===== src/rtl/step_clk_gen_if.sv =====
// Handshake bundle between the step/run clock generator and its environment.
// The slave side is the generator: it samples the raw controls and drives the CPU clock status.
interface step_clk_gen_if;
   logic        btn_step;
   logic        run_mode;
   logic        clk_on;
   logic        busy;
   logic [15:0] step_count;

   modport master (
      output btn_step,
      output run_mode,
      input  clk_on,
      input  busy,
      input  step_count
   );

   modport slave (
      input  btn_step,
      input  run_mode,
      output clk_on,
      output busy,
      output step_count
   );
endinterface


===== src/rtl/step_clk_gen.sv =====
// CPU advance-clock generator: debounced single-step button or free-running RUN mode.
// clk_on is a registered pulse of HIGH_CYCLES followed by at least LOW_CYCLES low.
module step_clk_gen #(
   parameter int unsigned DEBOUNCE_CYCLES = 1000000,
   parameter int unsigned CNT_W           = 20,
   parameter int unsigned HIGH_CYCLES     = 4,
   parameter int unsigned LOW_CYCLES      = 4
) (
   input  logic          clk,
   input  logic          rst,
   step_clk_gen_if.slave bus
);

   localparam logic [1:0] IDLE = 2'd0;
   localparam logic [1:0] HIGH = 2'd1;
   localparam logic [1:0] LOW  = 2'd2;

   localparam int unsigned TMR_MAX = (HIGH_CYCLES > LOW_CYCLES) ? HIGH_CYCLES : LOW_CYCLES;
   localparam int unsigned TMR_W   = (TMR_MAX > 1) ? $clog2(TMR_MAX) : 1;

   localparam logic [CNT_W-1:0] DB_LAST   = CNT_W'(DEBOUNCE_CYCLES - 1);
   localparam logic [TMR_W-1:0] HIGH_LAST = TMR_W'(HIGH_CYCLES - 1);
   localparam logic [TMR_W-1:0] LOW_LAST  = TMR_W'(LOW_CYCLES - 1);

   logic             btn_m, btn_s;
   logic             run_m, run_s;
   logic             btn_db, btn_db_q;
   logic [CNT_W-1:0] db_cnt;
   logic             press;
   logic [1:0]       state;
   logic [TMR_W-1:0] tmr;
   logic             clk_on_q;
   logic [15:0]      step_q;

   always_ff @(posedge clk) begin
      if (rst) begin
         btn_m <= 1'b0;
         btn_s <= 1'b0;
         run_m <= 1'b0;
         run_s <= 1'b0;
      end else begin
         btn_m <= bus.btn_step;
         btn_s <= btn_m;
         run_m <= bus.run_mode;
         run_s <= run_m;
      end
   end

   // The accepted level only moves after DEBOUNCE_CYCLES consecutive disagreeing samples.
   always_ff @(posedge clk) begin
      if (rst) begin
         btn_db   <= 1'b0;
         btn_db_q <= 1'b0;
         db_cnt   <= '0;
      end else begin
         btn_db_q <= btn_db;
         if (btn_s == btn_db) begin
            db_cnt <= '0;
         end else if (db_cnt == DB_LAST) begin
            btn_db <= btn_s;
            db_cnt <= '0;
         end else begin
            db_cnt <= db_cnt + 1'b1;
         end
      end
   end

   assign press = btn_db & ~btn_db_q;

   always_ff @(posedge clk) begin
      if (rst) begin
         state    <= IDLE;
         tmr      <= '0;
         clk_on_q <= 1'b0;
         step_q   <= '0;
      end else begin
         case (state)
            IDLE: begin
               if (run_s | press) begin
                  state    <= HIGH;
                  clk_on_q <= 1'b1;
                  tmr      <= '0;
                  step_q   <= step_q + 16'd1;
               end
            end
            HIGH: begin
               if (tmr == HIGH_LAST) begin
                  state    <= LOW;
                  clk_on_q <= 1'b0;
                  tmr      <= '0;
               end else begin
                  tmr <= tmr + 1'b1;
               end
            end
            LOW: begin
               // Back-to-back re-entry into HIGH keeps the RUN period gap-free.
               if (tmr == LOW_LAST) begin
                  tmr <= '0;
                  if (run_s) begin
                     state    <= HIGH;
                     clk_on_q <= 1'b1;
                     step_q   <= step_q + 16'd1;
                  end else begin
                     state <= IDLE;
                  end
               end else begin
                  tmr <= tmr + 1'b1;
               end
            end
            default: begin
               state    <= IDLE;
               clk_on_q <= 1'b0;
               tmr      <= '0;
            end
         endcase
      end
   end

   assign bus.clk_on     = clk_on_q;
   assign bus.busy       = (state != IDLE);
   assign bus.step_count = step_q;

endmodule

===== src/flat_wrapper.sv =====
// flat-port wrapper written by rule: the top's interface ports become plain ports
module step_clk_gen_flat 
#(
   parameter int unsigned DEBOUNCE_CYCLES = 1000000,
   parameter int unsigned CNT_W           = 20,
   parameter int unsigned HIGH_CYCLES     = 4,
   parameter int unsigned LOW_CYCLES      = 4
)
  (clk, rst, bus_btn_step, bus_run_mode, bus_clk_on, bus_busy, bus_step_count);
  step_clk_gen_if bus_i ();
  input  logic clk;
  input  logic rst;
  input wire logic [$bits(bus_i.btn_step)-1:0] bus_btn_step;
  input wire logic [$bits(bus_i.run_mode)-1:0] bus_run_mode;
  output wire logic [$bits(bus_i.clk_on)-1:0] bus_clk_on;
  output wire logic [$bits(bus_i.busy)-1:0] bus_busy;
  output wire logic [$bits(bus_i.step_count)-1:0] bus_step_count;
  assign bus_i.btn_step = bus_btn_step;
  assign bus_i.run_mode = bus_run_mode;
  assign bus_clk_on = bus_i.clk_on;
  assign bus_busy = bus_i.busy;
  assign bus_step_count = bus_i.step_count;
  step_clk_gen #(.DEBOUNCE_CYCLES(DEBOUNCE_CYCLES), .CNT_W(CNT_W), .HIGH_CYCLES(HIGH_CYCLES), .LOW_CYCLES(LOW_CYCLES)) u_core (.clk(clk), .rst(rst), .bus(bus_i));
endmodule

===== config.mk =====
export PLATFORM = sky130hd
export DESIGN_NAME = step_clk_gen_flat
export DESIGN_NICKNAME = d
export VERILOG_FILES = /design/src/rtl/step_clk_gen_if.sv /design/src/rtl/step_clk_gen.sv /design/src/flat_wrapper.sv
export SDC_FILE = /design/constraint.sdc
export NUM_CORES = 1
export LEC_CHECK = 0
export BUFFER_PORTS_ARGS = -buffer_cell sky130_fd_sc_hd__clkbuf_2
export CORE_ASPECT_RATIO = 1.25
export CORE_MARGIN = 2
export CORE_UTILIZATION = 40
export DETAILED_ROUTE_END_ITERATION = 16
export MAX_ROUTING_LAYER = met4
export SYNTH_ARGS = -nofsm -noshare
export SYNTH_HDL_FRONTEND = slang
export SYNTH_SLANG_ARGS = --single-unit

===== constraint.sdc =====
create_clock -name clk -period 2.1 [get_ports clk]
set_clock_uncertainty 0.2 [all_clocks]
set_input_delay 0 -clock clk [delete_from_list [all_inputs] [get_ports clk]]
set_output_delay 0 -clock clk [all_outputs]
set_load 0.05 [all_outputs]

==> results.txt <==
Post-route core utilization = 0.470
GP Congestion = 0.783
# IOs = 22
R2R depth = 7
Die footprint = 6240 sq um
Area of the multi-input gates = 1210 sq um
Worst Setup Path Type = register to register
Distinct cell type count after synthesis = 40
Fmax = 513 MHz
Die height = 87.8 um
Tcrit/Tclk final = 0.929
Final Hold Viols = 0
Post-synthesis sequential area ratio = 0.418
Cell type with the largest total area after synthesis = dfxtp_1
Status = finished, final reports clean
Skew-Pair Late Insertion Delay = 290 ps
Fillers = 525
Lkg Pwr = 0.910 nW
Grt ovf = 0
Synth-to-Final Area Change = 13.7%
Post-Synthesis Cells = 246
Pins Over Slew Limit = 0
Max IR drop VDD = 0.000361 V
DP HPWL = 2780 um
RSZ-0062 raised after global routing = false
Max Cap Viol = 0
Crit path launch = u_core.state[0]$_SDFFE_PP0P_
DP Area = 2420 sq um
CP Launch Type = register
PortBufs = 21
Worst reg2reg path endpoint = u_core.bus.step_count[15]$_SDFFE_PP0P_
Fin area = 2560 sq um
Setup TNS = 0 ps
Post-detailed-route wirelength per cell = 11.6 um
R2R Setup Slk = 150 ps
Post-Syn Nets = 257
# clock sinks = 47
Root buf cell = clkbuf_8
Worst rel slew slack = 0.666
Post-Syn Area = 2250 sq um
Syn. warnings = 0
Longest Clk Path Bufs = 2
Vias per Instance = 4.92
Synth area leaders = dfxtp_1 (42%), xnor2_1 (9.3%), nor2_1 (7.8%)
Row count = 30
Endpoints failing setup = 0
Nets = 286
Tightest Pin Transition = 498 ps
Fraction of layout instances using a drive strength above 1 = 0.174
Worst setup endpoint = u_core.bus.step_count[15]$_SDFFE_PP0P_
Sequential cell area = 941 sq um
Worst min-delay path class = register to register
Number of buffers created by CTS = 5
Largest net degree at the start of global routing = 28
Pwr dens = 623 nW/um^2
Clock-pin transition on the worst setup and hold timing paths = 90 ps
Pre-antenna DRT Iters = 4
Starting density of the core = 0.413
WP data arrival = 1940 ps
CP required = 2090 ps
Vias = 1672
Gr usage total = 0.140
Max Fanout on Critical Path = 10
Initial antenna violation count = 0
Hold slack = 240 ps
DR iter-0 viols = 39
Yosys top cell area share = 0.418
WL final = 3960 um
Core ar. = 5440 sq um
Register bit total from synthesis = 47
EDFF count, synth = 0
CTS tree = yes
RR Startpoint = u_core.state[0]$_SDFFE_PP0P_
Primary FF master, synth = dfxtp_1
First-pass GRT wire length = 6840 um
Vias in the first global route = 1532
Ys async rst share = 0
Diodes inserted = 0
Overall power = 1.59 mW
Die X = 71.1 um
Most frequent cells after synthesis = dfxtp_1 (47), nor2_1 (47), xnor2_1 (24)
Hold Crit Depth = 1
DRT antenna net count = 0
Post-CTS setup buffer count = 0
Residual DRC count = 0
Worst setup EP type = register
Tmin final = 1950 ps
Post-Syn Area per Cell = 9.14 sq um
Htree depth = 2
[registers in the layout (all words and copies together) (netlist names), 2 cells and up]
signal / count
u_core.tmr: 2
u_core.db_cnt: 20
u_core.state: 2
u_core.bus.step_count: 16
[through the flow]
step / worst slack, ps / std cells
5_1_grt: 26.8 / 340
3_5_place_dp: 110 / 327
2_1_floorplan: 64.2 / 246
4_1_cts: 80.9 / 340
3_3_place_gp: 120 / 327
6_report: 150 / 340
[timing repair]
action	CTS	global route
endpoints found under the setup margin	0	4
hold buffers	5	0
gates resized for setup	0	2
endpoints found under the hold margin	27	0
[worst max-delay path: stages, from the launching register on]
cell and delay, ps:
dfxtp_1 380, inv_1 80, ha_1 200, and2b_2 250, o21ai_4 130, a2111oi_4 380, xnor2_1 160, nor2_1 50
[cells by family (layout without fill, tap and decap cells)]
family          Yosys count  count (layout)  synth area share
flops                    47              47             0.418
fa+ha+maj                 7               7            0.0390
simple gates            113             113             0.268
xor+xnor                 34              34             0.132
compound gates           26              26            0.0913
buf+inv                  18              48            0.0462
mux                       1               1           0.00445
[placed cells by master (no fill, tap or decap), drive strengths merged]
cell / n
nor3: 3
nand4: 9
nand3: 14
a21boi: 2
and2b: 2
nor4: 4
buf: 6
nor2: 47
a21oi: 13
nand4b: 1
or2: 2
a2111oi: 2
dlygate4sd3: 5
ha: 7
o21ai: 4
or4: 1
clkinv: 3
mux2i: 1
inv: 8
a211oi: 4
nand2: 12
xor2: 10
nor4b: 2
xnor2: 24
and4: 3
o2111ai: 1
and3: 4
clkbuf: 26
nor2b: 8
dfxtp: 47
nand2b: 1
[area by class of cell]
cell class / instances / area share
Inverter: 8 / 0.0117
Clock inverter: 3 / 0.00587
Tap cell: 64 / 0.0313
Timing Repair Buffer: 32 / 0.0832
Clock buffer: 5 / 0.0269
Sequential cell: 47 / 0.368
Multi-Input combinational cell: 181 / 0.473
[power breakdown]
part	switching [mW]	internal [mW]	leakage [nW]	total, mW
clock network	0.299	0.228	0.0477	0.528
registers	0.0132	0.905	0.380	0.919
logic	0.0948	0.0516	0.482	0.146
total	0.407	1.19	0.910	1.59
[per-layer routing]
layer / wire, um / up-vias / global-route usage
met5: 0 / - / -
met4: 64 / 0 / 0.0566
met3: 101 / 4 / 0.0311
met2: 1880 / 18 / 0.232
met1: 1920 / 765 / 0.164
li1: - / 885 / -
[how the worst min path moves through the flow]
stage,slack [ps],to,from
after global placement,10,u_core.btn_m$_SDFF_PP0_,bus_btn_step
after CTS,250,u_core.btn_s$_SDFF_PP0_,u_core.btn_m$_SDFF_PP0_
after detailed placement,10,u_core.btn_m$_SDFF_PP0_,bus_btn_step
final,240,u_core.btn_s$_SDFF_PP0_,u_core.btn_m$_SDFF_PP0_
after floorplan,-70,u_core.btn_m$_SDFF_PP0_,bus_btn_step
after global routing,260,u_core.btn_s$_SDFF_PP0_,u_core.btn_m$_SDFF_PP0_
Note: power is estimated with default switching activity, not from simulation.
